$ cat config.mk
export PLATFORM = sky130hd
export DESIGN_NAME = connect4_turn_arbiter
export DESIGN_NICKNAME = d
export VERILOG_FILES = /design/src/rtl/connect4_turn_arbiter.sv
export SDC_FILE = /design/constraint.sdc
export NUM_CORES = 1
export LEC_CHECK = 0
export ABC_AREA = 1
export BUFFER_PORTS_ARGS = -buffer_cell sky130_fd_sc_hd__buf_2
export CORE_MARGIN = 2
export CORE_UTILIZATION = 40
export CTS_BUF_LIST = sky130_fd_sc_hd__clkbuf_8
export CTS_CLUSTER_DIAMETER = 120
export CTS_CLUSTER_SIZE = 12
export DETAILED_ROUTE_END_ITERATION = 8
export MAX_ROUTING_LAYER = met4
export SLEW_MARGIN = 40
export SYNTH_ARGS = -nofsm -noshare
export SYNTH_HDL_FRONTEND = slang
export SYNTH_SLANG_ARGS = --single-unit
$ cat constraint.sdc
create_clock -name clk -period 1.8 [get_ports clk]
set_clock_uncertainty 0.15 [all_clocks]
set_input_delay 0 -clock clk [delete_from_list [all_inputs] [get_ports clk]]
set_output_delay 0 -clock clk [all_outputs]
set_load 0.005 [all_outputs]
$ cat src/rtl/connect4_turn_arbiter.sv
// connect4_turn_arbiter: alternates two player channels onto the engine op channel,
// forwards engine responses to the host and keeps win/tie scores.
module connect4_turn_arbiter #(
    parameter int SCORE_W = 8
) (
    input  logic               clk,
    input  logic               rst,
    input  logic               p0_valid,
    output logic               p0_ready,
    input  logic [2:0]         p0_col,
    input  logic               p1_valid,
    output logic               p1_ready,
    input  logic [2:0]         p1_col,
    input  logic               op_ready,
    output logic               op_valid,
    output logic               op_player_id,
    output logic [2:0]         op_col_id,
    output logic               re_ready,
    input  logic               re_valid,
    input  logic               re_err,
    input  logic               re_is_finished,
    input  logic               re_winner,
    input  logic               re_tie,
    output logic               res_valid,
    input  logic               res_ready,
    output logic               res_player,
    output logic               res_err,
    output logic               res_finished,
    output logic               res_winner,
    output logic               res_tie,
    output logic               turn,
    output logic [SCORE_W-1:0] win0,
    output logic [SCORE_W-1:0] win1,
    output logic [SCORE_W-1:0] ties
);
    typedef enum logic [1:0] {IDLE, ISSUE, WAIT_RE, REPORT} state_t;
    localparam logic [SCORE_W-1:0] MAX = '1;

    state_t state_q, state_d;
    logic p0_ready_q, p0_ready_d, p1_ready_q, p1_ready_d;
    logic op_valid_q, op_valid_d, op_player_q, op_player_d;
    logic [2:0] op_col_q, op_col_d;
    logic re_ready_q, re_ready_d, res_valid_q, res_valid_d;
    logic res_player_q, res_player_d, res_err_q, res_err_d, res_fin_q, res_fin_d;
    logic res_win_q, res_win_d, res_tie_q, res_tie_d, turn_q, turn_d;
    logic [SCORE_W-1:0] win0_q, win0_d, win1_q, win1_d, ties_q, ties_d;

    always_ff @(posedge clk or posedge rst) begin
        if (rst) begin
            state_q      <= IDLE;
            p0_ready_q   <= 1'b1;
            p1_ready_q   <= 1'b0;
            op_valid_q   <= 1'b0;
            op_player_q  <= 1'b0;
            op_col_q     <= 3'd0;
            re_ready_q   <= 1'b0;
            res_valid_q  <= 1'b0;
            res_player_q <= 1'b0;
            res_err_q    <= 1'b0;
            res_fin_q    <= 1'b0;
            res_win_q    <= 1'b0;
            res_tie_q    <= 1'b0;
            turn_q       <= 1'b0;
            win0_q       <= '0;
            win1_q       <= '0;
            ties_q       <= '0;
        end else begin
            state_q      <= state_d;
            p0_ready_q   <= p0_ready_d;
            p1_ready_q   <= p1_ready_d;
            op_valid_q   <= op_valid_d;
            op_player_q  <= op_player_d;
            op_col_q     <= op_col_d;
            re_ready_q   <= re_ready_d;
            res_valid_q  <= res_valid_d;
            res_player_q <= res_player_d;
            res_err_q    <= res_err_d;
            res_fin_q    <= res_fin_d;
            res_win_q    <= res_win_d;
            res_tie_q    <= res_tie_d;
            turn_q       <= turn_d;
            win0_q       <= win0_d;
            win1_q       <= win1_d;
            ties_q       <= ties_d;
        end
    end

    always_comb begin
        state_d      = state_q;
        p0_ready_d   = p0_ready_q;
        p1_ready_d   = p1_ready_q;
        op_valid_d   = op_valid_q;
        op_player_d  = op_player_q;
        op_col_d     = op_col_q;
        re_ready_d   = re_ready_q;
        res_valid_d  = res_valid_q;
        res_player_d = res_player_q;
        res_err_d    = res_err_q;
        res_fin_d    = res_fin_q;
        res_win_d    = res_win_q;
        res_tie_d    = res_tie_q;
        turn_d       = turn_q;
        win0_d       = win0_q;
        win1_d       = win1_q;
        ties_d       = ties_q;
        case (state_q)
            IDLE: if ((p0_valid && p0_ready_q) || (p1_valid && p1_ready_q)) begin
                op_player_d = p1_ready_q;
                op_col_d    = p1_ready_q ? p1_col : p0_col;
                op_valid_d  = 1'b1;
                p0_ready_d  = 1'b0;
                p1_ready_d  = 1'b0;
                state_d     = ISSUE;
            end
            ISSUE: if (op_ready) begin
                op_valid_d = 1'b0;
                re_ready_d = 1'b1;
                state_d    = WAIT_RE;
            end
            WAIT_RE: if (re_valid) begin
                res_err_d    = re_err;
                res_fin_d    = re_is_finished;
                res_win_d    = re_winner;
                res_tie_d    = re_tie;
                res_player_d = op_player_q;
                re_ready_d   = 1'b0;
                res_valid_d  = 1'b1;
                state_d      = REPORT;
                // An illegal move leaves turn and scores alone so the same player retries
                if (!re_err) begin
                    turn_d = re_is_finished ? 1'b0 : !turn_q;
                    if (re_is_finished && re_tie)
                        ties_d = (ties_q == MAX) ? ties_q : ties_q + 1'b1;
                    else if (re_is_finished && re_winner)
                        win1_d = (win1_q == MAX) ? win1_q : win1_q + 1'b1;
                    else if (re_is_finished)
                        win0_d = (win0_q == MAX) ? win0_q : win0_q + 1'b1;
                end
            end
            REPORT: if (res_ready) begin
                res_valid_d  = 1'b0;
                res_player_d = 1'b0;
                res_err_d    = 1'b0;
                res_fin_d    = 1'b0;
                res_win_d    = 1'b0;
                res_tie_d    = 1'b0;
                p0_ready_d   = !turn_q;
                p1_ready_d   = turn_q;
                state_d      = IDLE;
            end
            default: state_d = IDLE;
        endcase
    end

    assign p0_ready     = p0_ready_q;
    assign p1_ready     = p1_ready_q;
    assign op_valid     = op_valid_q;
    assign op_player_id = op_player_q;
    assign op_col_id    = op_col_q;
    assign re_ready     = re_ready_q;
    assign res_valid    = res_valid_q;
    assign res_player   = res_player_q;
    assign res_err      = res_err_q;
    assign res_finished = res_fin_q;
    assign res_winner   = res_win_q;
    assign res_tie      = res_tie_q;
    assign turn         = turn_q;
    assign win0         = win0_q;
    assign win1         = win1_q;
    assign ties         = ties_q;
endmodule

==> run_summary.xml, run 1 <==
<?xml version="1.0" encoding="UTF-8"?>
<metrics>
  <group name="synthesis">
    <metric name="synth-warning-count" unit="">0</metric>
    <metric name="synth-seq-cells" unit="">41</metric>
    <metric name="seq_area_frac_synth" unit="%">44.19</metric>
    <metric name="post_synth_net_total" unit="">327</metric>
    <metric name="yosysUniqueCellTypes" unit="">29</metric>
    <metric name="cell_area_after_synthesis" unit="um^2">2325</metric>
    <metric name="netlist_instances" unit="">302</metric>
    <metric name="postSynthAreaPerCell" unit="um^2">7.698</metric>
  </group>
  <group name="status">
    <metric name="status" unit="">finished, final reports clean</metric>
  </group>
  <group name="timing">
    <metric name="timing.setup.tns" unit="ns">0</metric>
    <metric name="achievable-frequency" unit="MHz">611.9</metric>
    <metric name="period_needed" unit="ns">1.634</metric>
    <metric name="worst_slack" unit="ns">0.1656</metric>
    <metric name="worst_pin_slew" unit="ns">0.5288</metric>
    <metric name="slew_viol_final" unit="">0</metric>
    <metric name="final-hold-violation-count" unit="">0</metric>
    <metric name="grt_setup_unrepaired" unit="">false</metric>
    <metric name="slew_headroom" unit="%">64.75</metric>
    <metric name="final-setup-viol-count" unit="">0</metric>
    <metric name="final_min_period_over_clock_period" unit="%">90.80</metric>
  </group>
  <group name="die">
    <metric name="dieWidth" unit="um">80.24</metric>
    <metric name="ios" unit="">56</metric>
    <metric name="die_y" unit="um">80.24</metric>
    <metric name="design.core.area" unit="um^2">5574</metric>
    <metric name="num_rows" unit="">27</metric>
    <metric name="initial_core_util" unit="%">41.71</metric>
    <metric name="die_footprint" unit="um^2">6438</metric>
  </group>
  <group name="placement">
    <metric name="buffer_ports.inserted" unit="">55</metric>
    <metric name="preCtsSetupSlack" unit="ns">0.05499</metric>
    <metric name="dpl.hpwl" unit="mm">3.556</metric>
    <metric name="routabilityCongestion" unit="">0.7841</metric>
  </group>
  <group name="layout">
    <metric name="drive_above_1_share" unit="%">22.43</metric>
    <metric name="mostFrequentLayoutCells" unit="">sky130_fd_sc_hd__nand2_1, sky130_fd_sc_hd__buf_2, sky130_fd_sc_hd__inv_1, sky130_fd_sc_hd__dfrtp_1, sky130_fd_sc_hd__nand3_1</metric>
    <metric name="layout-area-overhead-vs-synth" unit="%">26.75</metric>
    <metric name="number_of_diodes_added_for_antenna_fixing" unit="">0</metric>
    <metric name="area_used_by_multi_input_combinational_logic" unit="um^2">1116</metric>
    <metric name="most_common_library_cell_in_the_layout_ignoring_fill_and_taps" unit="">sky130_fd_sc_hd__nand2_1</metric>
    <metric name="ff_latch_area" unit="um^2">1027</metric>
    <metric name="final_nets" unit="">403</metric>
    <metric name="nFillCells" unit="">549</metric>
  </group>
  <group name="detailed_routing">
    <metric name="vias_per_cell" unit="">4.665</metric>
    <metric name="num_vias" unit="">2104</metric>
    <metric name="first_pass_iters" unit="">4</metric>
    <metric name="detail_route.wirelength" unit="mm">5.039</metric>
    <metric name="wl_per_cell" unit="um">11.17</metric>
    <metric name="drt_iter0_drc" unit="">107</metric>
    <metric name="route.detailed.drc" unit="">0</metric>
    <metric name="final_antenna_net_count" unit="">0</metric>
  </group>
  <group name="clock_network">
    <metric name="cts.reportedPaths.clkPinSlew" unit="ns">0.08</metric>
    <metric name="clk-insertion-delay-late" unit="ns">0.29</metric>
    <metric name="maximum_count_of_clock_buffers_along_a_single_path" unit="">2</metric>
    <metric name="tritoncts" unit="">built</metric>
    <metric name="clockRootBuffer" unit="">sky130_fd_sc_hd__clkbuf_8</metric>
    <metric name="h-tree-depth" unit="">2</metric>
    <metric name="cts_num_sinks" unit="">41</metric>
    <metric name="tritoncts.num_buffers" unit="">5</metric>
  </group>
  <group name="global_routing">
    <metric name="globalRouteOverflowTotal" unit="">0</metric>
    <metric name="via_count_of_the_first_global_routing_pass" unit="">1876</metric>
    <metric name="antenna_found_initial" unit="">0</metric>
    <metric name="groute.usage.overall" unit="%">17.08</metric>
    <metric name="grt_start_max_net_pins" unit="">42</metric>
    <metric name="grt_first_pass_wirelength" unit="mm">8.438</metric>
  </group>
  <group name="critical_path">
    <metric name="critPathArrivalTime" unit="ns">1.67</metric>
    <metric name="critPathKind" unit="">reg2reg</metric>
    <metric name="timing.critical_path.required" unit="ns">1.84</metric>
    <metric name="crit_path_end_kind" unit="">flip-flop</metric>
    <metric name="cp_max_fo" unit="">15</metric>
    <metric name="critical_path.startpoint_type" unit="">flip-flop</metric>
  </group>
  <group name="power_and_ir_drop">
    <metric name="leakage" unit="nW">1.663</metric>
    <metric name="worst_ir_drop_vdd" unit="mV">0.5365</metric>
    <metric name="power_density" unit="nW/um^2">1046</metric>
  </group>
  <group name="flow_run">
    <metric name="timing.max_cap.violations" unit="">0</metric>
  </group>
  <group name="min_path">
    <metric name="hold_path.class" unit="">in2reg</metric>
  </group>
</metrics>
## critical path: stages, from the launching register on
cell and delay (ns):
sky130_fd_sc_hd__dfrtp_1 0.41, sky130_fd_sc_hd__inv_1 0.11, sky130_fd_sc_hd__ha_2 0.24, sky130_fd_sc_hd__nand4_2 0.15, sky130_fd_sc_hd__nor2_4 0.15, sky130_fd_sc_hd__buf_12 0.14
sky130_fd_sc_hd__nand2_1 0.07, sky130_fd_sc_hd__nand2_1 0.07, sky130_fd_sc_hd__nand2_1 0.05
## synthesized netlist by cell type
library cell	instances	share of area, %
sky130_fd_sc_hd__xor2_1	5	1.9
sky130_fd_sc_hd__ha_1	8	4.3
sky130_fd_sc_hd__nand2_2	3	0.81
sky130_fd_sc_hd__o31ai_1	3	0.97
sky130_fd_sc_hd__dfstp_2	1	1.1
sky130_fd_sc_hd__nand3b_2	1	0.48
sky130_fd_sc_hd__nor2_2	3	0.81
sky130_fd_sc_hd__nand2_1	114	18
sky130_fd_sc_hd__o21a_1	1	0.32
sky130_fd_sc_hd__or2_1	1	0.27
sky130_fd_sc_hd__buf_6	2	0.97
sky130_fd_sc_hd__nand2_4	1	0.48
sky130_fd_sc_hd__nand4_2	1	0.54
sky130_fd_sc_hd__nor3_2	1	0.43
sky130_fd_sc_hd__dfrtp_1	40	43
sky130_fd_sc_hd__inv_2	2	0.32
sky130_fd_sc_hd__a22oi_1	1	0.32
sky130_fd_sc_hd__nand4_1	10	2.7
sky130_fd_sc_hd__o21ai_4	1	0.70
sky130_fd_sc_hd__inv_1	43	6.9
sky130_fd_sc_hd__nor2_4	4	1.9
sky130_fd_sc_hd__nor2_1	17	2.7
sky130_fd_sc_hd__o21ai_1	3	0.65
sky130_fd_sc_hd__o21ai_0	7	1.5
sky130_fd_sc_hd__nand3b_1	3	0.97
sky130_fd_sc_hd__o22ai_1	4	1.1
sky130_fd_sc_hd__o211ai_1	2	0.65
sky130_fd_sc_hd__nand3_1	18	3.9
sky130_fd_sc_hd__xnor2_1	2	0.75
## routing by layer
layer	vias up	part of all wire, %	GRT usage (%)
met1	943	49	22.03
met2	52	44	26.42
li1	1105	-	-
met3	4	6.1	5.618
met5	-	0	-
met4	0	0.71	3.559
## cells by family after synthesis
logic type | after synthesis | share of synthesized area [%]
xor+xnor | 7 | 2.637
flops | 41 | 44.19
fa+ha+maj | 8 | 4.306
simple gates | 177 | 34.45
compound gates | 22 | 6.189
buf+inv | 47 | 8.235
## report_power, final
part / total (mW) / internal, mW / switching, mW / leakage (nW)
clock: 0.662 / 0.347 / 0.316 / 0.0542
combinational: 1.06 / 0.462 / 0.595 / 1.06
sequential: 1.36 / 1.17 / 0.198 / 0.545
total: 3.08 / 1.97 / 1.11 / 1.66
## sequential cells by signal (all words and copies together), names as in the netlist
signal / flops
op_col_id: 3
op_player_id: 1
op_valid: 1
p0_ready: 1
p1_ready: 1
re_ready: 1
res_err: 1
res_finished: 1
res_player: 1
res_tie: 1
res_valid: 1
res_winner: 1
state_q: 2
ties: 8
turn: 1
win0: 8
win1: 8
## stage by stage
step	hold slack [ns]	util, %	std cells	total power [mW]	cell area [um^2]
4_1_cts	0.02897	52.32	450	3.117	2917
5_1_grt	0.06522	52.86	451	3.368	2947
3_5_place_dp	0.01810	47.99	428	2.404	2675
3_3_place_gp	0.01762	47.99	428	2.396	2675
6_report	0.04975	52.86	451	3.082	2947
2_1_floorplan	0.01029	-	302	2.000	2325
## worst paths after layout
check / start / to / slack (ns) / cells past startpoint
worst max-delay path: state_q[0]$_DFFE_PP0P_ / win0[0]$_DFFE_PP0P_ / 0.17 / 8
worst min-delay path: p0_valid / p0_ready$_DFFE_PP1P_ / 0.05 / 6
max in group asynchronous: rst / p0_ready$_DFFE_PP1P_ / 0.90 / 4
min in group asynchronous: rst / win0[0]$_DFFE_PP0P_ / 0.23 / 4
worst max register to register: state_q[0]$_DFFE_PP0P_ / win0[0]$_DFFE_PP0P_ / 0.17 / 8
worst min register to register: op_col_id[0]$_DFFE_PP0P_ / op_col_id[0]$_DFFE_PP0P_ / 0.34 / 2
## final cells by class
cell class                      count  share of cell area, %
Clock buffer                        7                  3.270
Clock inverter                      1                 0.1699
Inverter                           45                  5.732
Multi-Input combinational cell    214                  37.88
Sequential cell                    41                  34.86
Tap cell                           72                  3.057
Timing Repair Buffer               71                  15.03
## what timing repair did
action                                  4_1_cts  5_1_grt
buffers inserted                              0        1
hold buffers                                 14        0
endpoints found under the hold margin        58        0
endpoints found under the setup margin        0       26
resized for setup                             0        3
No activity file was read; power rests on OpenSTA's default activity.
==> inputs of run 2 (changes only) <==
Settings changed: ABC_AREA 1 to unset.
==> run_summary.xml, run 2 <==
<?xml version="1.0" encoding="UTF-8"?>
<metrics>
  <group name="critical_path">
    <metric name="worstReg2RegEnd" unit="">win1[1]$_DFFE_PP0P_</metric>
    <metric name="r2r-start" unit="">state_q[0]$_DFFE_PP0P_</metric>
    <metric name="r2r_setup_slack" unit="ns">-0.01</metric>
    <metric name="crit_path_end_kind" unit="">flip-flop</metric>
    <metric name="cp_max_fo" unit="">6</metric>
    <metric name="critical_path.startpoint_type" unit="">flip-flop</metric>
    <metric name="critPathLaunch" unit="">state_q[0]$_DFFE_PP0P_</metric>
    <metric name="r2r.worst_path.cells" unit="">6</metric>
    <metric name="critPathArrivalTime" unit="ns">1.84</metric>
    <metric name="critPathKind" unit="">reg2reg</metric>
    <metric name="timing.critical_path.required" unit="ns">1.83</metric>
    <metric name="critPathCapture" unit="">win1[1]$_DFFE_PP0P_</metric>
  </group>
  <group name="detailed_routing">
    <metric name="route.detailed.drc" unit="">0</metric>
    <metric name="vias_per_cell" unit="">4.961</metric>
    <metric name="detail_route.wirelength" unit="mm">4.816</metric>
    <metric name="num_vias" unit="">1781</metric>
    <metric name="drt_iter0_drc" unit="">81</metric>
    <metric name="wl_per_cell" unit="um">13.42</metric>
    <metric name="final_antenna_net_count" unit="">0</metric>
    <metric name="first_pass_iters" unit="">4</metric>
  </group>
  <group name="power_and_ir_drop">
    <metric name="cellInternalPower" unit="mW">2.298</metric>
    <metric name="power.share.switching" unit="%">33.13</metric>
    <metric name="share_comb_of_total_power" unit="%">42.1</metric>
    <metric name="leakage" unit="nW">1.536</metric>
    <metric name="power.switching" unit="mW">1.139</metric>
    <metric name="power_density" unit="nW/um^2">1136</metric>
    <metric name="power.share.clock" unit="%">19.3</metric>
    <metric name="power.total" unit="mW">3.437</metric>
    <metric name="sequentialPowerShare" unit="%">38.7</metric>
    <metric name="worst_ir_drop_vdd" unit="mV">0.6368</metric>
  </group>
  <group name="timing">
    <metric name="timing.setup.tns" unit="ns">-0.03674</metric>
    <metric name="worst_slack" unit="ns">-0.01319</metric>
    <metric name="final_min_period_over_clock_period" unit="%">100.7</metric>
    <metric name="period_needed" unit="ns">1.813</metric>
    <metric name="worst_pin_slew" unit="ns">0.5278</metric>
    <metric name="achievable-frequency" unit="MHz">551.5</metric>
    <metric name="slew_viol_final" unit="">0</metric>
    <metric name="final-setup-viol-count" unit="">4</metric>
    <metric name="slew_headroom" unit="%">64.81</metric>
    <metric name="final-hold-violation-count" unit="">0</metric>
    <metric name="grt_setup_unrepaired" unit="">true</metric>
  </group>
  <group name="synthesis">
    <metric name="netlist_instances" unit="">188</metric>
    <metric name="synth_adder_area_share" unit="%">4.779</metric>
    <metric name="synth_top_cell_by_area" unit="">sky130_fd_sc_hd__dfrtp_1</metric>
    <metric name="synth_top_family_by_area" unit="">simple AND/OR/NAND/NOR gates</metric>
    <metric name="post_synth_net_total" unit="">213</metric>
    <metric name="synthMostInstantiatedCell" unit="">sky130_fd_sc_hd__dfrtp_1</metric>
    <metric name="seq_area_frac_synth" unit="%">49.04</metric>
    <metric name="synth-seq-cells" unit="">41</metric>
    <metric name="yosysUniqueCellTypes" unit="">38</metric>
    <metric name="synth-warning-count" unit="">0</metric>
    <metric name="async_reset_ff_share" unit="%">100.0</metric>
    <metric name="postSynthAreaPerCell" unit="um^2">11.14</metric>
    <metric name="cell_area_after_synthesis" unit="um^2">2095</metric>
    <metric name="number_of_flops_mapped_to_enable_cells_by_yosys" unit="">0</metric>
    <metric name="yosys.area.top_type_share" unit="%">47.79</metric>
    <metric name="synth_commonest_cells" unit="">sky130_fd_sc_hd__dfrtp_1, sky130_fd_sc_hd__nand2_1, sky130_fd_sc_hd__a22o_1</metric>
    <metric name="synth_compound_gate_area_share" unit="%">14.04</metric>
    <metric name="synthTopCellsByArea" unit="">sky130_fd_sc_hd__dfrtp_1, sky130_fd_sc_hd__a22o_1, sky130_fd_sc_hd__ha_1</metric>
    <metric name="post_synth_mux_area_share" unit="%">5.675</metric>
    <metric name="synth_simple_gate_area_share" unit="%">17.20</metric>
    <metric name="post_synth_xor_area_fraction" unit="%">7.109</metric>
    <metric name="synthFlopType" unit="">sky130_fd_sc_hd__dfrtp_1</metric>
  </group>
  <group name="global_routing">
    <metric name="antenna_found_initial" unit="">0</metric>
    <metric name="globalRouteOverflowTotal" unit="">0</metric>
    <metric name="groute.usage.overall" unit="%">18.05</metric>
    <metric name="grt_start_max_net_pins" unit="">42</metric>
    <metric name="grt_first_pass_wirelength" unit="mm">8.293</metric>
    <metric name="via_count_of_the_first_global_routing_pass" unit="">1787</metric>
  </group>
  <group name="layout">
    <metric name="layout-area-overhead-vs-synth" unit="%">44.38</metric>
    <metric name="final_nets" unit="">313</metric>
    <metric name="post_route_standard_cell_area_excluding_fillers" unit="um^2">3024</metric>
    <metric name="most_common_library_cell_in_the_layout_ignoring_fill_and_taps" unit="">sky130_fd_sc_hd__buf_2</metric>
    <metric name="nFillCells" unit="">457</metric>
    <metric name="number_of_diodes_added_for_antenna_fixing" unit="">0</metric>
    <metric name="drive_above_1_share" unit="%">42.56</metric>
    <metric name="mostFrequentLayoutCells" unit="">sky130_fd_sc_hd__buf_2, sky130_fd_sc_hd__dfrtp_1, sky130_fd_sc_hd__buf_4, sky130_fd_sc_hd__nand2_1, sky130_fd_sc_hd__dlygate4sd3_1</metric>
  </group>
  <group name="status">
    <metric name="violations" unit="">setup timing</metric>
    <metric name="status" unit="">finished, violations left</metric>
  </group>
  <group name="placement">
    <metric name="placement.cell_area" unit="um^2">2660</metric>
    <metric name="dpl.hpwl" unit="mm">3.357</metric>
    <metric name="buffer_ports.inserted" unit="">55</metric>
    <metric name="routabilityCongestion" unit="">0.8256</metric>
  </group>
  <group name="die">
    <metric name="ios" unit="">56</metric>
    <metric name="dieWidth" unit="um">76.36</metric>
    <metric name="num_rows" unit="">26</metric>
    <metric name="die_y" unit="um">76.36</metric>
    <metric name="initial_core_util" unit="%">41.27</metric>
    <metric name="die_footprint" unit="um^2">5831</metric>
    <metric name="design.core.area" unit="um^2">5075</metric>
  </group>
  <group name="clock_network">
    <metric name="clk-insertion-delay-late" unit="ns">0.29</metric>
    <metric name="cts_num_sinks" unit="">41</metric>
    <metric name="maximum_count_of_clock_buffers_along_a_single_path" unit="">2</metric>
    <metric name="cts.reportedPaths.clkPinSlew" unit="ns">0.08</metric>
    <metric name="h-tree-depth" unit="">2</metric>
    <metric name="tritoncts" unit="">built</metric>
    <metric name="tritoncts.num_buffers" unit="">5</metric>
    <metric name="clockRootBuffer" unit="">sky130_fd_sc_hd__clkbuf_8</metric>
  </group>
  <group name="flow_run">
    <metric name="timing.max_cap.violations" unit="">0</metric>
  </group>
  <group name="min_path">
    <metric name="hold_path.class" unit="">in2reg</metric>
    <metric name="min_from" unit="">p1_valid</metric>
  </group>
</metrics>
-- run 2: cell types whose count changed after synthesis, sizes merged, moves of 5 or more --
cell / previous run / this run
a21oi: 0 / 6
a22o: 0 / 12
inv: 45 / 8
mux2: 0 / 7
nand2: 118 / 20
nand3: 18 / 9
nand4: 11 / 6
nor2: 24 / 9
xnor2: 2 / 8
-- run 2: worst min path at each step --
stage | endpoint | cells after the start
global placement | win0[5]$_DFFE_PP0P_ | 3
detailed placement | win0[5]$_DFFE_PP0P_ | 3
finish | op_valid$_DFFE_PP0P_ | 5
CTS | op_valid$_DFFE_PP0P_ | 5
floorplan | turn$_DFFE_PP0P_ | 2
global route | op_valid$_DFFE_PP0P_ | 5
-- run 2: routing by layer --
layer / track usage [%] / routed length, um / vias up
met5: - / 0 / -
met4: 4.909 / 37 / 0
met3: 4.028 / 162 / 4
met2: 27.70 / 2303 / 38
met1: 24.35 / 2312 / 866
li1: - / - / 873
-- run 2: area by class of cell --
cell class              count  area [um^2]  share of cell area, %
clock buffers               7        96.34                  3.186
clock inverters             1        5.005                 0.1655
well taps                  70        87.58                  2.896
flip-flops and latches     41         1028                  34.01
multi-input cells         136         1155                  38.19
inverters                   8        30.03                 0.9930
repair buffers             96        621.8                  20.56
-- run 2: worst max-delay path: stages, from the launching register on --
cell	delay, ns
sky130_fd_sc_hd__dfrtp_1	0.39
sky130_fd_sc_hd__inv_2	0.09
sky130_fd_sc_hd__ha_4	0.14
sky130_fd_sc_hd__and4b_2	0.27
sky130_fd_sc_hd__nand3_4	0.17
sky130_fd_sc_hd__a21oi_4	0.19
sky130_fd_sc_hd__mux2_4	0.31
-- run 2: through the flow --
stage	hold WS (ns)	util, %	setup slack [ns]	cells
floorplan	0.001093	-	-0.009414	188
global placement	0.007049	52.42	-0.0008366	333
detailed placement	0.01050	52.42	-0.04404	333
CTS	0.02167	57.62	-0.02539	356
global route	0.07244	59.59	-0.09239	359
finish	0.04376	59.59	-0.01319	359
-- run 2: power by group through the flow --
stage	clock network, mW	registers, mW	logic, mW
5_1_grt	0.725	1.37	1.62
4_1_cts	0.686	1.33	1.33
3_3_place_gp	0	1.34	1.25
3_5_place_dp	0	1.34	1.26
6_report	0.662	1.33	1.45
2_1_floorplan	0	1.35	0.723
-- run 2: cell families (layout without fill, tap and decap cells) --
kind of cell / count (synthesis) / after routing
and+or+nand+nor: 65 / 65
xor gates and xnor gates: 17 / 17
buffers and inverters: 11 / 112
muxes: 11 / 11
adders and majority gates: 8 / 8
DFF: 41 / 41
AOI/OAI and AO/OA: 35 / 35
-- run 2: repair_timing --
item / 4_1_cts / 5_1_grt
pin swaps: 2 / 9
endpoints found under the setup margin: 12 / 21
hold endpoints to repair: 54 / 0
hold buffers: 14 / 0
setup buffers: 1 / 3
gates resized for setup: 5 / 17
